===== src/rtl/host_io_sequencer_if.sv =====
// Host load stream, shared-memory port and unload stream of host_io_sequencer.
// The master modport is the sequencer side; slave is the host/memory side.
interface host_io_sequencer_if #(
    parameter int DATA_W = 16,
    parameter int ADDR_W = 16
);
    logic              load_start;
    logic              host_wr_valid;
    logic [DATA_W-1:0] host_data_in;
    logic              load_done;

    logic [ADDR_W-1:0] mem_addr;
    logic [DATA_W-1:0] mem_wdata;
    logic              mem_wr_en;
    logic [DATA_W-1:0] mem_rdata;

    logic [DATA_W-1:0] out_data;
    logic              out_valid;
    logic              out_ready;
    logic              out_start;
    logic              out_done;

    modport master (
        input  load_start, host_wr_valid, host_data_in, load_done, mem_rdata, out_ready,
        output mem_addr, mem_wdata, mem_wr_en, out_data, out_valid, out_start, out_done
    );

    modport slave (
        output load_start, host_wr_valid, host_data_in, load_done, mem_rdata, out_ready,
        input  mem_addr, mem_wdata, mem_wr_en, out_data, out_valid, out_start, out_done
    );
endinterface


===== src/rtl/host_io_sequencer.sv =====
// Load/run/unload sequencer: host words -> shared memory, start and join N cores, stream a result window back.
// Optional RUN-phase watchdog is compiled in with `define RUN_TIMEOUT_EN.
module host_io_sequencer #(
    parameter int DATA_W         = 16,
    parameter int ADDR_W         = 16,
    parameter int NUM_CORES      = 4,
    parameter int OUT_BASE       = 0,
    parameter int OUT_WORDS      = 1025,
    parameter int TIMEOUT_CYCLES = 1000000
) (
    input  logic                 clk,
    input  logic                 rst,
    host_io_sequencer_if.master  bus,
    input  logic [NUM_CORES-1:0] core_done,
    output logic                 core_start,
    output logic [1:0]           state,
    output logic [ADDR_W:0]      load_count,
    output logic                 overflow_err,
    output logic                 timeout_err
);
    typedef enum logic [1:0] {
        ST_LOAD   = 2'b00,
        ST_RUN    = 2'b01,
        ST_UNLOAD = 2'b10,
        ST_IDLE   = 2'b11
    } state_t;

    localparam logic [ADDR_W:0] ONE        = (ADDR_W+1)'(1);
    localparam logic [ADDR_W:0] OUT_BASE_L = (ADDR_W+1)'(OUT_BASE);
    localparam logic [ADDR_W:0] LAST_IDX   = (ADDR_W+1)'(OUT_WORDS - 1);

    if (OUT_WORDS < 1 || TIMEOUT_CYCLES < 1 || OUT_BASE + OUT_WORDS > 2**ADDR_W) begin : g_bad_params
        $error("host_io_sequencer: unload window or timeout out of range");
    end

    state_t               state_q;
    logic [NUM_CORES-1:0] done_latch;
    logic [ADDR_W:0]      rd_addr;
    logic [ADDR_W:0]      out_cnt;
    logic                 rd_first;
    logic                 rd_wait;
    logic                 load_full;
    logic                 wr_fire;
    logic                 all_done;
    logic                 handshake;
    logic                 last_word;
    logic                 rd_issue;
    logic                 run_expired;
    logic                 go_unload;

    assign state     = state_q;
    // load_count doubles as the write pointer; its top bit marks a full address space.
    assign load_full = load_count[ADDR_W];
    assign wr_fire   = (state_q == ST_LOAD) && bus.host_wr_valid && !load_full && !rst;
    assign all_done  = &(done_latch | core_done);
    assign handshake = (state_q == ST_UNLOAD) && bus.out_valid && bus.out_ready;
    assign last_word = (out_cnt == LAST_IDX);
    assign rd_issue  = (state_q == ST_UNLOAD) && (rd_first || (handshake && !last_word));
    assign go_unload = (state_q == ST_RUN) && (all_done || run_expired);

    assign bus.mem_wr_en = wr_fire;
    assign bus.mem_wdata = bus.host_data_in;

    always_comb begin
        // NOTE: default first so every path assigns mem_addr and no latch is inferred.
        bus.mem_addr = '0;
        case (state_q)
            ST_LOAD:   bus.mem_addr = load_count[ADDR_W-1:0];
            ST_UNLOAD: bus.mem_addr = rd_addr[ADDR_W-1:0];
            default:   bus.mem_addr = '0;
        endcase
    end

`ifdef RUN_TIMEOUT_EN
    localparam int              TO_W    = $clog2(TIMEOUT_CYCLES + 1);
    localparam logic [TO_W-1:0] TO_LAST = TO_W'(TIMEOUT_CYCLES - 1);

    logic [TO_W-1:0] run_cnt;

    assign run_expired = (state_q == ST_RUN) && !all_done && (run_cnt == TO_LAST);

    always_ff @(posedge clk) begin
        if (rst || state_q != ST_RUN) begin
            run_cnt <= '0;
        end else begin
            run_cnt <= run_cnt + TO_W'(1);
        end
    end

    always_ff @(posedge clk) begin
        if (rst) begin
            timeout_err <= 1'b0;
        end else if (state_q == ST_IDLE && bus.load_start) begin
            timeout_err <= 1'b0;
        end else if (run_expired) begin
            timeout_err <= 1'b1;
        end
    end
`else
    assign run_expired = 1'b0;
    assign timeout_err = 1'b0;
`endif

    always_ff @(posedge clk) begin
        if (rst) begin
            state_q       <= ST_IDLE;
            load_count    <= '0;
            overflow_err  <= 1'b0;
            core_start    <= 1'b0;
            done_latch    <= '0;
            rd_addr       <= '0;
            out_cnt       <= '0;
            rd_first      <= 1'b0;
            rd_wait       <= 1'b0;
            bus.out_data  <= '0;
            bus.out_valid <= 1'b0;
            bus.out_start <= 1'b0;
            bus.out_done  <= 1'b0;
        end else begin
            // NOTE: non-blocking throughout so every register sees pre-edge values.
            core_start   <= 1'b0;
            bus.out_done <= 1'b0;
            rd_wait      <= rd_issue;

            // Memory answers one cycle after the address; capture it then.
            if (rd_issue) begin
                rd_addr  <= rd_addr + ONE;
                rd_first <= 1'b0;
            end
            if (rd_wait) begin
                bus.out_data  <= bus.mem_rdata;
                bus.out_valid <= 1'b1;
            end

            case (state_q)
                ST_IDLE: begin
                    if (bus.load_start) begin
                        state_q      <= ST_LOAD;
                        load_count   <= '0;
                        overflow_err <= 1'b0;
                    end
                end
                ST_LOAD: begin
                    if (wr_fire) begin
                        load_count <= load_count + ONE;
                    end else if (bus.host_wr_valid) begin
                        overflow_err <= 1'b1;
                    end
                    if (bus.load_done) begin
                        state_q    <= ST_RUN;
                        core_start <= 1'b1;
                    end
                end
                ST_RUN: begin
                    done_latch <= done_latch | core_done;
                    if (go_unload) begin
                        state_q       <= ST_UNLOAD;
                        done_latch    <= '0;
                        rd_addr       <= OUT_BASE_L;
                        rd_first      <= 1'b1;
                        out_cnt       <= '0;
                        bus.out_start <= 1'b1;
                    end
                end
                ST_UNLOAD: begin
                    if (handshake) begin
                        bus.out_valid <= 1'b0;
                        out_cnt       <= out_cnt + ONE;
                        if (last_word) begin
                            state_q       <= ST_IDLE;
                            bus.out_start <= 1'b0;
                            bus.out_done  <= 1'b1;
                        end
                    end
                end
                default: state_q <= ST_IDLE;
            endcase
        end
    end
endmodule


===== src/flat_wrapper.sv =====
// flat-port wrapper written by rule: the top's interface ports become plain ports
module host_io_sequencer_flat 
#(
    parameter int DATA_W         = 16,
    parameter int ADDR_W         = 16,
    parameter int NUM_CORES      = 4,
    parameter int OUT_BASE       = 0,
    parameter int OUT_WORDS      = 1025,
    parameter int TIMEOUT_CYCLES = 1000000
)
  (clk, rst, core_done, core_start, state, load_count, overflow_err, timeout_err, bus_load_start, bus_host_wr_valid, bus_host_data_in, bus_load_done, bus_mem_rdata, bus_out_ready, bus_mem_addr, bus_mem_wdata, bus_mem_wr_en, bus_out_data, bus_out_valid, bus_out_start, bus_out_done);
  host_io_sequencer_if #(.DATA_W(DATA_W), .ADDR_W(ADDR_W)) bus_i ();
  input  logic clk;
  input  logic rst;
  input  logic [NUM_CORES-1:0] core_done;
  output logic core_start;
  output logic [1:0] state;
  output logic [ADDR_W:0] load_count;
  output logic overflow_err;
  output logic timeout_err;
  input wire logic [$bits(bus_i.load_start)-1:0] bus_load_start;
  input wire logic [$bits(bus_i.host_wr_valid)-1:0] bus_host_wr_valid;
  input wire logic [$bits(bus_i.host_data_in)-1:0] bus_host_data_in;
  input wire logic [$bits(bus_i.load_done)-1:0] bus_load_done;
  input wire logic [$bits(bus_i.mem_rdata)-1:0] bus_mem_rdata;
  input wire logic [$bits(bus_i.out_ready)-1:0] bus_out_ready;
  output wire logic [$bits(bus_i.mem_addr)-1:0] bus_mem_addr;
  output wire logic [$bits(bus_i.mem_wdata)-1:0] bus_mem_wdata;
  output wire logic [$bits(bus_i.mem_wr_en)-1:0] bus_mem_wr_en;
  output wire logic [$bits(bus_i.out_data)-1:0] bus_out_data;
  output wire logic [$bits(bus_i.out_valid)-1:0] bus_out_valid;
  output wire logic [$bits(bus_i.out_start)-1:0] bus_out_start;
  output wire logic [$bits(bus_i.out_done)-1:0] bus_out_done;
  assign bus_i.load_start = bus_load_start;
  assign bus_i.host_wr_valid = bus_host_wr_valid;
  assign bus_i.host_data_in = bus_host_data_in;
  assign bus_i.load_done = bus_load_done;
  assign bus_i.mem_rdata = bus_mem_rdata;
  assign bus_i.out_ready = bus_out_ready;
  assign bus_mem_addr = bus_i.mem_addr;
  assign bus_mem_wdata = bus_i.mem_wdata;
  assign bus_mem_wr_en = bus_i.mem_wr_en;
  assign bus_out_data = bus_i.out_data;
  assign bus_out_valid = bus_i.out_valid;
  assign bus_out_start = bus_i.out_start;
  assign bus_out_done = bus_i.out_done;
  host_io_sequencer #(.DATA_W(DATA_W), .ADDR_W(ADDR_W), .NUM_CORES(NUM_CORES), .OUT_BASE(OUT_BASE), .OUT_WORDS(OUT_WORDS), .TIMEOUT_CYCLES(TIMEOUT_CYCLES)) u_core (.clk(clk), .rst(rst), .bus(bus_i), .core_done(core_done), .core_start(core_start), .state(state), .load_count(load_count), .overflow_err(overflow_err), .timeout_err(timeout_err));
endmodule

===== config.mk =====
export PLATFORM = sky130hd
export DESIGN_NAME = host_io_sequencer_flat
export DESIGN_NICKNAME = d
export VERILOG_FILES = /design/src/rtl/host_io_sequencer_if.sv /design/src/rtl/host_io_sequencer.sv /design/src/flat_wrapper.sv
export SDC_FILE = /design/constraint.sdc
export NUM_CORES = 1
export LEC_CHECK = 0
export BUFFER_PORTS_ARGS = -buffer_cell sky130_fd_sc_hd__buf_2
export CORE_AREA = 2 2 88 99
export CTS_BUF_LIST = sky130_fd_sc_hd__clkbuf_4 sky130_fd_sc_hd__clkbuf_8
export DETAILED_ROUTE_END_ITERATION = 16
export DIE_AREA = 0 0 90 101
export HOLD_SLACK_MARGIN = 0.08
export PLACE_DENSITY = 0.84
export SLEW_MARGIN = 25
export SYNTH_ARGS = -nofsm -noshare
export SYNTH_HDL_FRONTEND = slang
export SYNTH_SLANG_ARGS = --single-unit

===== constraint.sdc =====
create_clock -name clk -period 2.1 [get_ports clk]
set_input_delay 0.105 -clock clk [delete_from_list [all_inputs] [get_ports clk]]
set_output_delay 0.105 -clock clk [all_outputs]
set_load 0.02 [all_outputs]

* Word level (Yosys, flattened, before mapping)
Index checks and enable logic that the tools add are counted.
Storage, ports and cells: word-level logic and storage cells 88, output and inout bits 74, memory bits (read-only) 0, bits in registers 80, RAM bits 0, bits of input ports 42, latch bits 0, memories kept 0
Cells by class: equality and inequality tests 12, reductions and logical operators 23, $add $sub $neg 3, bitwise logic cells 4, $mul 0, magnitude comparators 0, mux-type cells 33, div/mod/pow operators 0, shifts and indexed selects 0
Operators by type and width (number):
- 2-to-1 mux 17 bit | 7
- case mux 17 bit (2 select lines) | 2
- adder 17 x 1 -> 17 bit, second input constant | 3
- case mux 16 bit (2 select lines) | 1
- equality test 17 x 11 -> 1 bit, second input constant | 1
- 2-to-1 mux 1 bit | 14
- AND reduction 4 bit | 3
- 2-to-1 mux 2 bit | 5
- inequality test 2 bit, second input constant | 5
- logical AND 1 bit | 8
- case mux 2 bit (4 select lines) | 1
- inequality test 2 x 1 -> 1 bit, second input constant | 3
- AND reduction 3 bit | 2
- AND reduction 5 bit | 1
- equality test 2 bit, second input constant | 2
- 2-to-1 mux 4 bit | 1
- bitwise OR 4 bit | 1
- case mux 1 bit (2 select lines) | 2
- nonzero test 2 bit | 2
- zero test 1 bit | 3
- NOT 1 bit | 3
- OR reduction 3 bit | 1
- equality test 2 x 1 -> 1 bit, second input constant | 1
- zero test 2 bit | 1
- 2 further kinds | 2

* Logic depth before layout (Yosys ltp)
Gate-level depths: netlist of run 1.
depth after elaboration 9, depth in mapped cells 8, depth with buffers taken out 7

* Worst setup path before layout of run 1
Ideal clock, no wire load.
path kind reg-to-reg, start point reg u_core.state_q[0] (netlist: u_core.state[0]), end point reg u_core.load_count[15], buffers on the path 1, clock period less this slack 2.146 ns, data required time 1.972 ns, setup time 0.128 ns, cell stages (with the launch flop) 9, setup slack -0.046 ns, data arrival time 2.018 ns, path through dfxtp_1 -> inv_1 -> ha_1 -> nor4bb_1 -> clkbuf_1 -> o211ai_1 -> nor4_1 -> xnor2_1 -> nor2_1
On the way: cells in the longest elaborated chain, start to end 6, elaborated cells on any way between the ends 10, those cells by class eq/ne: 3; mux: 1; reduce/logical: 6
Ends and longest elaborated chain:
- start: declaration | RTL line host_io_sequencer.sv:36 | state_t state_q;
- start signal: assignment | RTL line host_io_sequencer.sv:106 | state_q <= ST_IDLE;
- start signal: assignment | RTL line host_io_sequencer.sv:138 | state_q <= ST_LOAD;
- start signal: assignment | RTL line host_io_sequencer.sv:150 | state_q <= ST_RUN;
- zero test 2 bit | RTL line host_io_sequencer.sv:54 | assign wr_fire = (state_q == ST_LOAD) && bus.host_wr_valid && !load_full && !rst;
- logical AND 1 bit (3 in series) | RTL line host_io_sequencer.sv:54
- via bus_mem_wr_en | RTL line flat_wrapper.sv:29 | output wire logic [$bits(bus_i.mem_wr_en)-1:0] bus_mem_wr_en;
- inequality test 2 bit (no line)
- AND reduction 3 bit (no line)
- end signal: assignment | RTL line host_io_sequencer.sv:145 | load_count <= load_count + ONE;
- end: declaration | RTL line host_io_sequencer.sv:17 | output logic [ADDR_W:0] load_count,
The timed path passes the listed nets, and every way through them passes these cells. A chain may end at the register's enable or synchronous reset.

* Worst setup path in the final report of run 1
start point reg u_core.out_cnt[1], end point reg u_core.rd_addr[5]
On the way: cells in the longest elaborated chain, start to end 8
Ends and longest elaborated chain:
- start: declaration | RTL line host_io_sequencer.sv:39 | logic [ADDR_W:0] out_cnt;
- start signal: assignment | RTL line host_io_sequencer.sv:168 | out_cnt <= out_cnt + ONE;
- equality test 17 x 11 -> 1 bit * | RTL line host_io_sequencer.sv:57 | assign last_word = (out_cnt == LAST_IDX);
- zero test 1 bit * | RTL line host_io_sequencer.sv:58 | assign rd_issue = (state_q == ST_UNLOAD) && (rd_first || (handshake && !last_word));
- logical AND 1 bit * | RTL line host_io_sequencer.sv:58
- logical OR 1 bit * | RTL line host_io_sequencer.sv:58
- logical AND 1 bit * | RTL line host_io_sequencer.sv:58
- 2-to-1 mux 17 bit * | RTL line host_io_sequencer.sv:126 | if (rd_issue) begin
- 2-to-1 mux 17 bit | RTL line host_io_sequencer.sv:156 | if (go_unload) begin
- 2-to-1 mux 17 bit * | RTL line host_io_sequencer.sv:135 | case (state_q)
- end signal: assignment | RTL line host_io_sequencer.sv:127 | rd_addr <= rd_addr + ONE;
- end: declaration | RTL line host_io_sequencer.sv:38 | logic [ADDR_W:0] rd_addr;
Mark *: on every way between the ends. The rest lies on a longest branch, timed or not.

==> flow_metrics.tcl, run 1 <==
set metrics [dict create \
    p_clk_share_pct 34.1 \
    yosys.area_share.adder_pct 2.640 \
    syn-cell-area_um2 3791 \
    setup_tns_ns -0.2804 \
    grt_max_degree 32 \
    synth_xor_area_share_pct 9.472 \
    initial_utilization_pct 46.54 \
    ys_seq_area_share_pct 41.72 \
    h-tree-depth 3 \
    drt-initial-drc-count 210 \
    grt_setup_unrepaired "yes" \
    drc_errors 0 \
    wl_per_cell_um 15.24 \
    root_buffer "clkbuf_8" \
    crit_required_ns 2.32 \
    drive_above_1_share_pct 28.89 \
    cp-start-kind "register" \
    design_area_um2 4870 \
    post-place-ws_ns -0.03487 \
    reg2reg_depth 8 \
    synth-compound-area-share_pct 13.20 \
    core.rowCount 35 \
    clk_pin_slew_ns 0.08 \
    crit_type "reg -> reg" \
    fmax_mhz 459.6 \
    grt_first_pass_wirelength_um 15620 \
    final_nets 585 \
    utilization_pct 59.78 \
    cts_max_path_buffers 2 \
    slew_headroom_pct 48.87 \
    yosys.area_share.simple_pct 21.49 \
    synth.area.top_cells "dfxtp_1, nor2_1, xor2_1" \
    core_um2 8145 \
    clk_latency_ns 0.36 \
    internal-power_mw 2.500 \
    r2r_slack_ns -0.08 \
    peakVddDrop_uv 468.3 \
    grt_pass1_vias 3303 \
    reg2reg_to "u_core.rd_addr[5]$_SDFF_PP0_" \
    final-hold-violation-count 0 \
    r2r-start "u_core.out_cnt[1]$_SDFFE_PP0P_" \
    cp-end-kind "register" \
    die_area_um2 9090 \
    synth_most_common_cell "dfxtp_1" \
    cts_buffers 9 \
    path_cells "inv_1 -> ha_1 -> or4bb_4 -> o41a_1 -> buf_2 -> o2111ai_2 -> xor2_1 -> nor2_1" \
    vias 3579 \
    cts_sinks 79 \
    cp_max_fo 6 \
    crit_path_max_incr_delay_ns 0.47 \
    die_y_um 101 \
    p_sw_share_pct 29.40 \
    timing.final.crit_share_pct 103.6 \
    maxSlewViolCount 0 \
    ys_ff_latch 79 \
    synth_edf_count 0 \
    seqPwrFrac_pct 44.2 \
    violations "setup timing" \
    hold_path_class "in -> out" \
    leakage_nw 2.021 \
    syn_inst 428 \
    finalPower_mw 3.541 \
    crit_end "u_core.rd_addr[5]$_SDFF_PP0_" \
    clock_skew_ns 0.01186 \
    yosysUniqueCellTypes 49 \
    yosysWarnings 0 \
    yosysTopAreaCell "dfxtp_1" \
    power_frac_comb_pct 21.7 \
    final-setup-viol-count 7 \
    arrival_ns 2.39 \
    dpl.hpwl_um 6731 \
    synth_nets 478 \
    synth_common_cells "dfxtp_1, nor2_1, xor2_1" \
    detail-route-antenna-nets 0 \
    wl_um 9919 \
    vias_per_cell 5.498 \
    synth_top_family_by_area "simple AND/OR/NAND/NOR gates" \
    async_flop_share_pct 0 \
    synth_top_area_share_pct 41.72 \
    syn2layout_area_growth_pct 28.45 \
    grtUsageTotal_pct 20.92 \
    maxCapViolCount 0 \
    firstDrtPassIters 5 \
    yosys-mux-area-fraction_pct 4.752 \
    fin_ws_ns -0.07589 \
    status "complete, but fails checks" \
    numPortBuffers 82 \
    ioPinCount 116 \
    worst_slew_pin_slew_ns 0.7669 \
    antenna_found_initial 0 \
    insertedDiodeCount 0 \
    switchingPower_mw 1.041 \
    syn_avg_cell_area_um2 8.858 \
    grt_overflow 0 \
    place_area_um2 4340 \
    power_density_nw_per_um2 727.1 \
    globalplace.congestion 0.8218 \
    finalCriticalPeriod_ns 2.176 \
    cp_slowest_cell "or4bb_4" \
    synthFlopType "dfxtp_1" \
    critPathLaunch "u_core.out_cnt[1]$_SDFFE_PP0P_" \
    die_x_um 90 \
    cts_tree "done" \
]
## metrics by stage
step / hold WS (ns) / cells
2_1_floorplan: 0.2467 / 428
3_3_place_gp: 0.2101 / 611
3_5_place_dp: 0.2101 / 611
4_1_cts: 0.1663 / 649
5_1_grt: 0.2100 / 651
6_report: 0.2100 / 651
## routing by layer
metal	wire length [um]	track usage (%)
met5	0	0
met4	189	7.929
met3	591	4.562
met2	5207	37.42
met1	3932	24.70
## power groups by stage
stage               Sequential, mW  Combinational (mW)  Clock, mW
floorplan                     1.62               0.465          0
finish                        1.56               0.769       1.21
detailed placement            1.60               0.711          0
CTS                           1.56               0.747       1.20
global route                  1.57               0.832       1.28
global placement              1.59               0.675          0
## worst min-delay path by stage
stage | startpoint | slack (ns) | cells after the start | to
2_1_floorplan | core_done[0] | 0.25 | 2 | u_core.done_latch[0]$_SDFFE_PP0P_
3_3_place_gp | bus_host_data_in[9] | 0.21 | 0 | bus_mem_wdata[9]
3_5_place_dp | bus_host_data_in[9] | 0.21 | 0 | bus_mem_wdata[9]
4_1_cts | bus_load_start | 0.17 | 5 | u_core.overflow_err$_SDFFE_PP0P_
5_1_grt | bus_host_data_in[2] | 0.21 | 0 | bus_mem_wdata[2]
6_report | bus_host_data_in[13] | 0.21 | 0 | bus_mem_wdata[13]
## worst max-delay path: cells and delay by family (launching register included)
family / cells / cell delay (ns)
AND/OR/NAND/NOR: 2 / 0.52
flip-flops: 1 / 0.32
buffers and inverters: 2 / 0.26
XOR/XNOR: 1 / 0.18
AO/OA/AOI/OAI: 2 / 0.64
adder cells (fa/ha/maj): 1 / 0.13
## flip-flops by register name, indices dropped and copies added (netlist names)
name and cells:
u_core.bus.out_valid 1, u_core.out_cnt 17, u_core.bus.out_done 1, u_core.rd_wait 1
u_core.done_latch 4, u_core.bus.out_start 1, u_core.load_count 17, u_core.overflow_err 1
u_core.bus.out_data 16, u_core.rd_first 1, u_core.rd_addr 16, u_core.core_start 1
u_core.state 2
## kinds of logic after synthesis
kind of cell    after synthesis
compound gates               66
xor+xnor                     41
other cells                   1
buf+inv                      48
flops                        79
fa+ha+maj                     8
mux                          18
simple gates                167
## cell usage in the layout, fill, tap and decap left out, types with 4 or more instances in the layout
cell and n:
a21oi_1 13, a22o_1 13, and3_1 13, buf_2 83, buf_4 29, clkbuf_8 12
dfxtp_1 76, dlygate4sd3_1 22, ha_1 7, inv_1 8, mux2i_1 18, nand2_1 19
nand2b_1 4, nand3_1 14, nand4_1 12, nor2_1 74, nor3_1 5, o2111ai_2 6
o21ai_0 8, or3_1 4, xnor2_1 15, xor2_1 26
## area by class of cell
type	count	area, um^2
Fill cell	667	3276
Multi-Input combinational cell	301	2034
Sequential cell	79	1585
Timing Repair Buffer	135	864.6
Clock buffer	13	172.7
Tap cell	111	138.9
Clock inverter	3	40.04
Inverter	9	33.78
## repair_timing
| action | 4_1_cts | 5_1_grt |
|---|---|---|
| gates resized for setup | 2 | 19 |
| hold buffers | 22 | 0 |
| pin swaps | 0 | 6 |
| setup endpoints to repair | 4 | 21 |
| gates cloned | 0 | 1 |
| hold endpoints to repair | 22 | 0 |
| buffers inserted | 0 | 1 |
(Power assumes the default switching activity.)
==> run 2: changes to the inputs <==
--- a/config.mk
+++ b/config.mk
@@ -5,7 +5,7 @@
 export SDC_FILE = /design/constraint.sdc
 export NUM_CORES = 1
 export LEC_CHECK = 0
-export BUFFER_PORTS_ARGS = -buffer_cell sky130_fd_sc_hd__buf_2
+export BUFFER_PORTS_ARGS = -buffer_cell sky130_fd_sc_hd__clkbuf_2
 export CORE_AREA = 2 2 88 99
 export CTS_BUF_LIST = sky130_fd_sc_hd__clkbuf_4 sky130_fd_sc_hd__clkbuf_8
 export DETAILED_ROUTE_END_ITERATION = 16
==> run 2 against run 1 <==
Net effect:
- the run still ends with setup timing left
- fmax grew 1.3%
- critical path depth stayed put
- clock-buffer cell count fell by 3
- clock skew shrank 0.0058 ns
- power shrank 2.8%
- cell area is 0.98% lower
- clock power decreased by 9%
- routed wire length increased by 0.82%
- via count is 1.4% lower
- setup slack better by 0.027 ns
- die area is the same
- critical endpoint unchanged
- largest power group unchanged
==> flow_metrics.tcl, run 2 (same netlist as run 1, synthesis figures left out) <==
set metrics [dict create \
    wl_per_cell_um 15.34 \
    grt_pass1_vias 3337 \
    initial_utilization_pct 46.54 \
    cts_sinks 79 \
    largest_registers "u_core.load_count x17, u_core.out_cnt x17" \
    syn2layout_area_growth_pct 27.19 \
    crit_required_ns 2.32 \
    layout_commonest_cell "clkbuf_2" \
    vias_per_cell 5.411 \
    grtUsageTotal_pct 21.27 \
    numPortBuffers 82 \
    core_um2 8145 \
    antenna_found_initial 0 \
    critPathLaunch "u_core.out_cnt[0]$_SDFFE_PP0P_" \
    wl_um 10000 \
    final_nets 587 \
    arrival_ns 2.37 \
    setup_tns_ns -0.1208 \
    globalplace.congestion 0.8343 \
    drive_above_1_share_pct 27.73 \
    worst_slew_pin_slew_ns 0.7556 \
    crit_type "reg -> reg" \
    fin_cells 652 \
    final-hold-violation-count 0 \
    cp-end-kind "register" \
    fmax_mhz 465.3 \
    finalCriticalPeriod_ns 2.149 \
    r2r-start "u_core.out_cnt[0]$_SDFFE_PP0P_" \
    hold_path_class "in -> out" \
    finalPower_mw 3.442 \
    grt_overflow 0 \
    peakVddDrop_uv 371.9 \
    fin_ws_ns -0.04894 \
    cp-start-kind "register" \
    insertedDiodeCount 0 \
    h-tree-depth 3 \
    power_density_nw_per_um2 713.8 \
    maxCapViolCount 0 \
    die_x_um 90 \
    cts_tree "done" \
    grt_setup_unrepaired "yes" \
    timing.final.crit_share_pct 102.3 \
    cts_max_path_buffers 2 \
    clock_skew_ns 0.006090 \
    fillers 683 \
    drt-initial-drc-count 174 \
    leakage_nw 1.975 \
    slew_headroom_pct 49.62 \
    cp_max_fo 6 \
    firstDrtPassIters 5 \
    grt_first_pass_wirelength_um 15770 \
    detail-route-antenna-nets 0 \
    mostFrequentLayoutCells "clkbuf_2, dfxtp_1, nor2_1, buf_4, xor2_1" \
    die_y_um 101 \
    grt_max_degree 32 \
    status "complete, but fails checks" \
    die_area_um2 9090 \
    violations "setup timing" \
    utilization_pct 59.20 \
    root_buffer "clkbuf_8" \
    vias 3528 \
    drc_errors 0 \
    cts_buffers 9 \
    final-setup-viol-count 6 \
    reg2reg_depth 8 \
    clk_latency_ns 0.35 \
    dpl.hpwl_um 6657 \
    reg2reg_to "u_core.rd_addr[5]$_SDFF_PP0_" \
    ioPinCount 116 \
    placed_cells 612 \
    clk_pin_slew_ns 0.08 \
    core.rowCount 35 \
    maxSlewViolCount 0 \
    crit_end "u_core.rd_addr[5]$_SDFF_PP0_" \
    r2r_slack_ns -0.05 \
]
==> run 2: cell count changes in the layout (fill, tap and decap cells not counted), moves of 2 or more <==
cell | previous run | this run
nor3_2 | 3 | 0
clkinv_2 | 2 | 4
o21ai_1 | 2 | 4
clkbuf_2 | 0 | 82
nor3_1 | 5 | 8
clkbuf_8 | 12 | 9
o21ai_2 | 2 | 0
buf_4 | 29 | 31
buf_2 | 83 | 1
==> run 2: area by class of cell <==
class / count / area (um^2) / area share, %
clock buffer: 10 / 131.4 / 2.724
clock inverter: 5 / 50.05 / 1.038
sequential: 79 / 1584 / 32.85
multi-input combinational: 301 / 2004 / 41.57
tap: 111 / 138.9 / 2.880
timing repair buffer: 137 / 879.6 / 18.24
inverter: 9 / 33.78 / 0.7006
==> run 2: metrics by stage <==
stage	worst slack [ns]	hold WS [ns]	cell area, um^2
6_report	-0.04894	0.2100	4822
5_1_grt	-0.1312	0.2100	4822
4_1_cts	-0.02020	0.1784	4763
3_3_place_gp	0.04771	0.2101	4348
3_5_place_dp	-0.008870	0.2101	4348
2_1_floorplan	0.009050	0.2467	3792
==> run 2: worst min-delay path by stage <==
stage | slack [ns] | depth (start not counted) | from | endpoint
5_1_grt | 0.21 | 0 | bus_host_data_in[2] | bus_mem_wdata[2]
2_1_floorplan | 0.25 | 2 | core_done[0] | u_core.done_latch[0]$_SDFFE_PP0P_
3_3_place_gp | 0.21 | 0 | bus_host_data_in[9] | bus_mem_wdata[9]
3_5_place_dp | 0.21 | 0 | bus_host_data_in[9] | bus_mem_wdata[9]
6_report | 0.21 | 0 | bus_host_data_in[1] | bus_mem_wdata[1]
4_1_cts | 0.18 | 5 | bus_load_start | u_core.overflow_err$_SDFFE_PP0P_
==> run 2: repair_timing <==
action                                  4_1_cts  5_1_grt
endpoints found under the setup margin        7       20
cloned                                        0        1
pin swaps                                     3        3
buffers inserted                              0        2
resized for setup                             3       12
endpoints found under the hold margin        22        0
hold buffers                                 22        0
==> run 2: layer usage <==
layer | GRT usage (%) | vias up | share of wire [%]
met1 | 24.43 | 1688 | 40
met4 | 11.24 | 0 | 2.4
met3 | 4.787 | 24 | 5.3
li1 | - | 1702 | -
met5 | 0 | - | 0
met2 | 37.19 | 114 | 52
==> run 2: report_power, final <==
part | switching [mW] | internal (mW)
logic | 0.475 | 0.308
clock network | 0.549 | 0.548
registers | 0.0233 | 1.54
total | 1.05 | 2.39
==> run 2: critical path, cell delays in order (launching register included) <==
cell	delay, ns
dfxtp_2	0.33
inv_2	0.04
ha_1	0.13
or4bb_4	0.46
o41a_1	0.44
buf_2	0.20
o2111ai_2	0.20
xor2_1	0.17
nor2_1	0.05
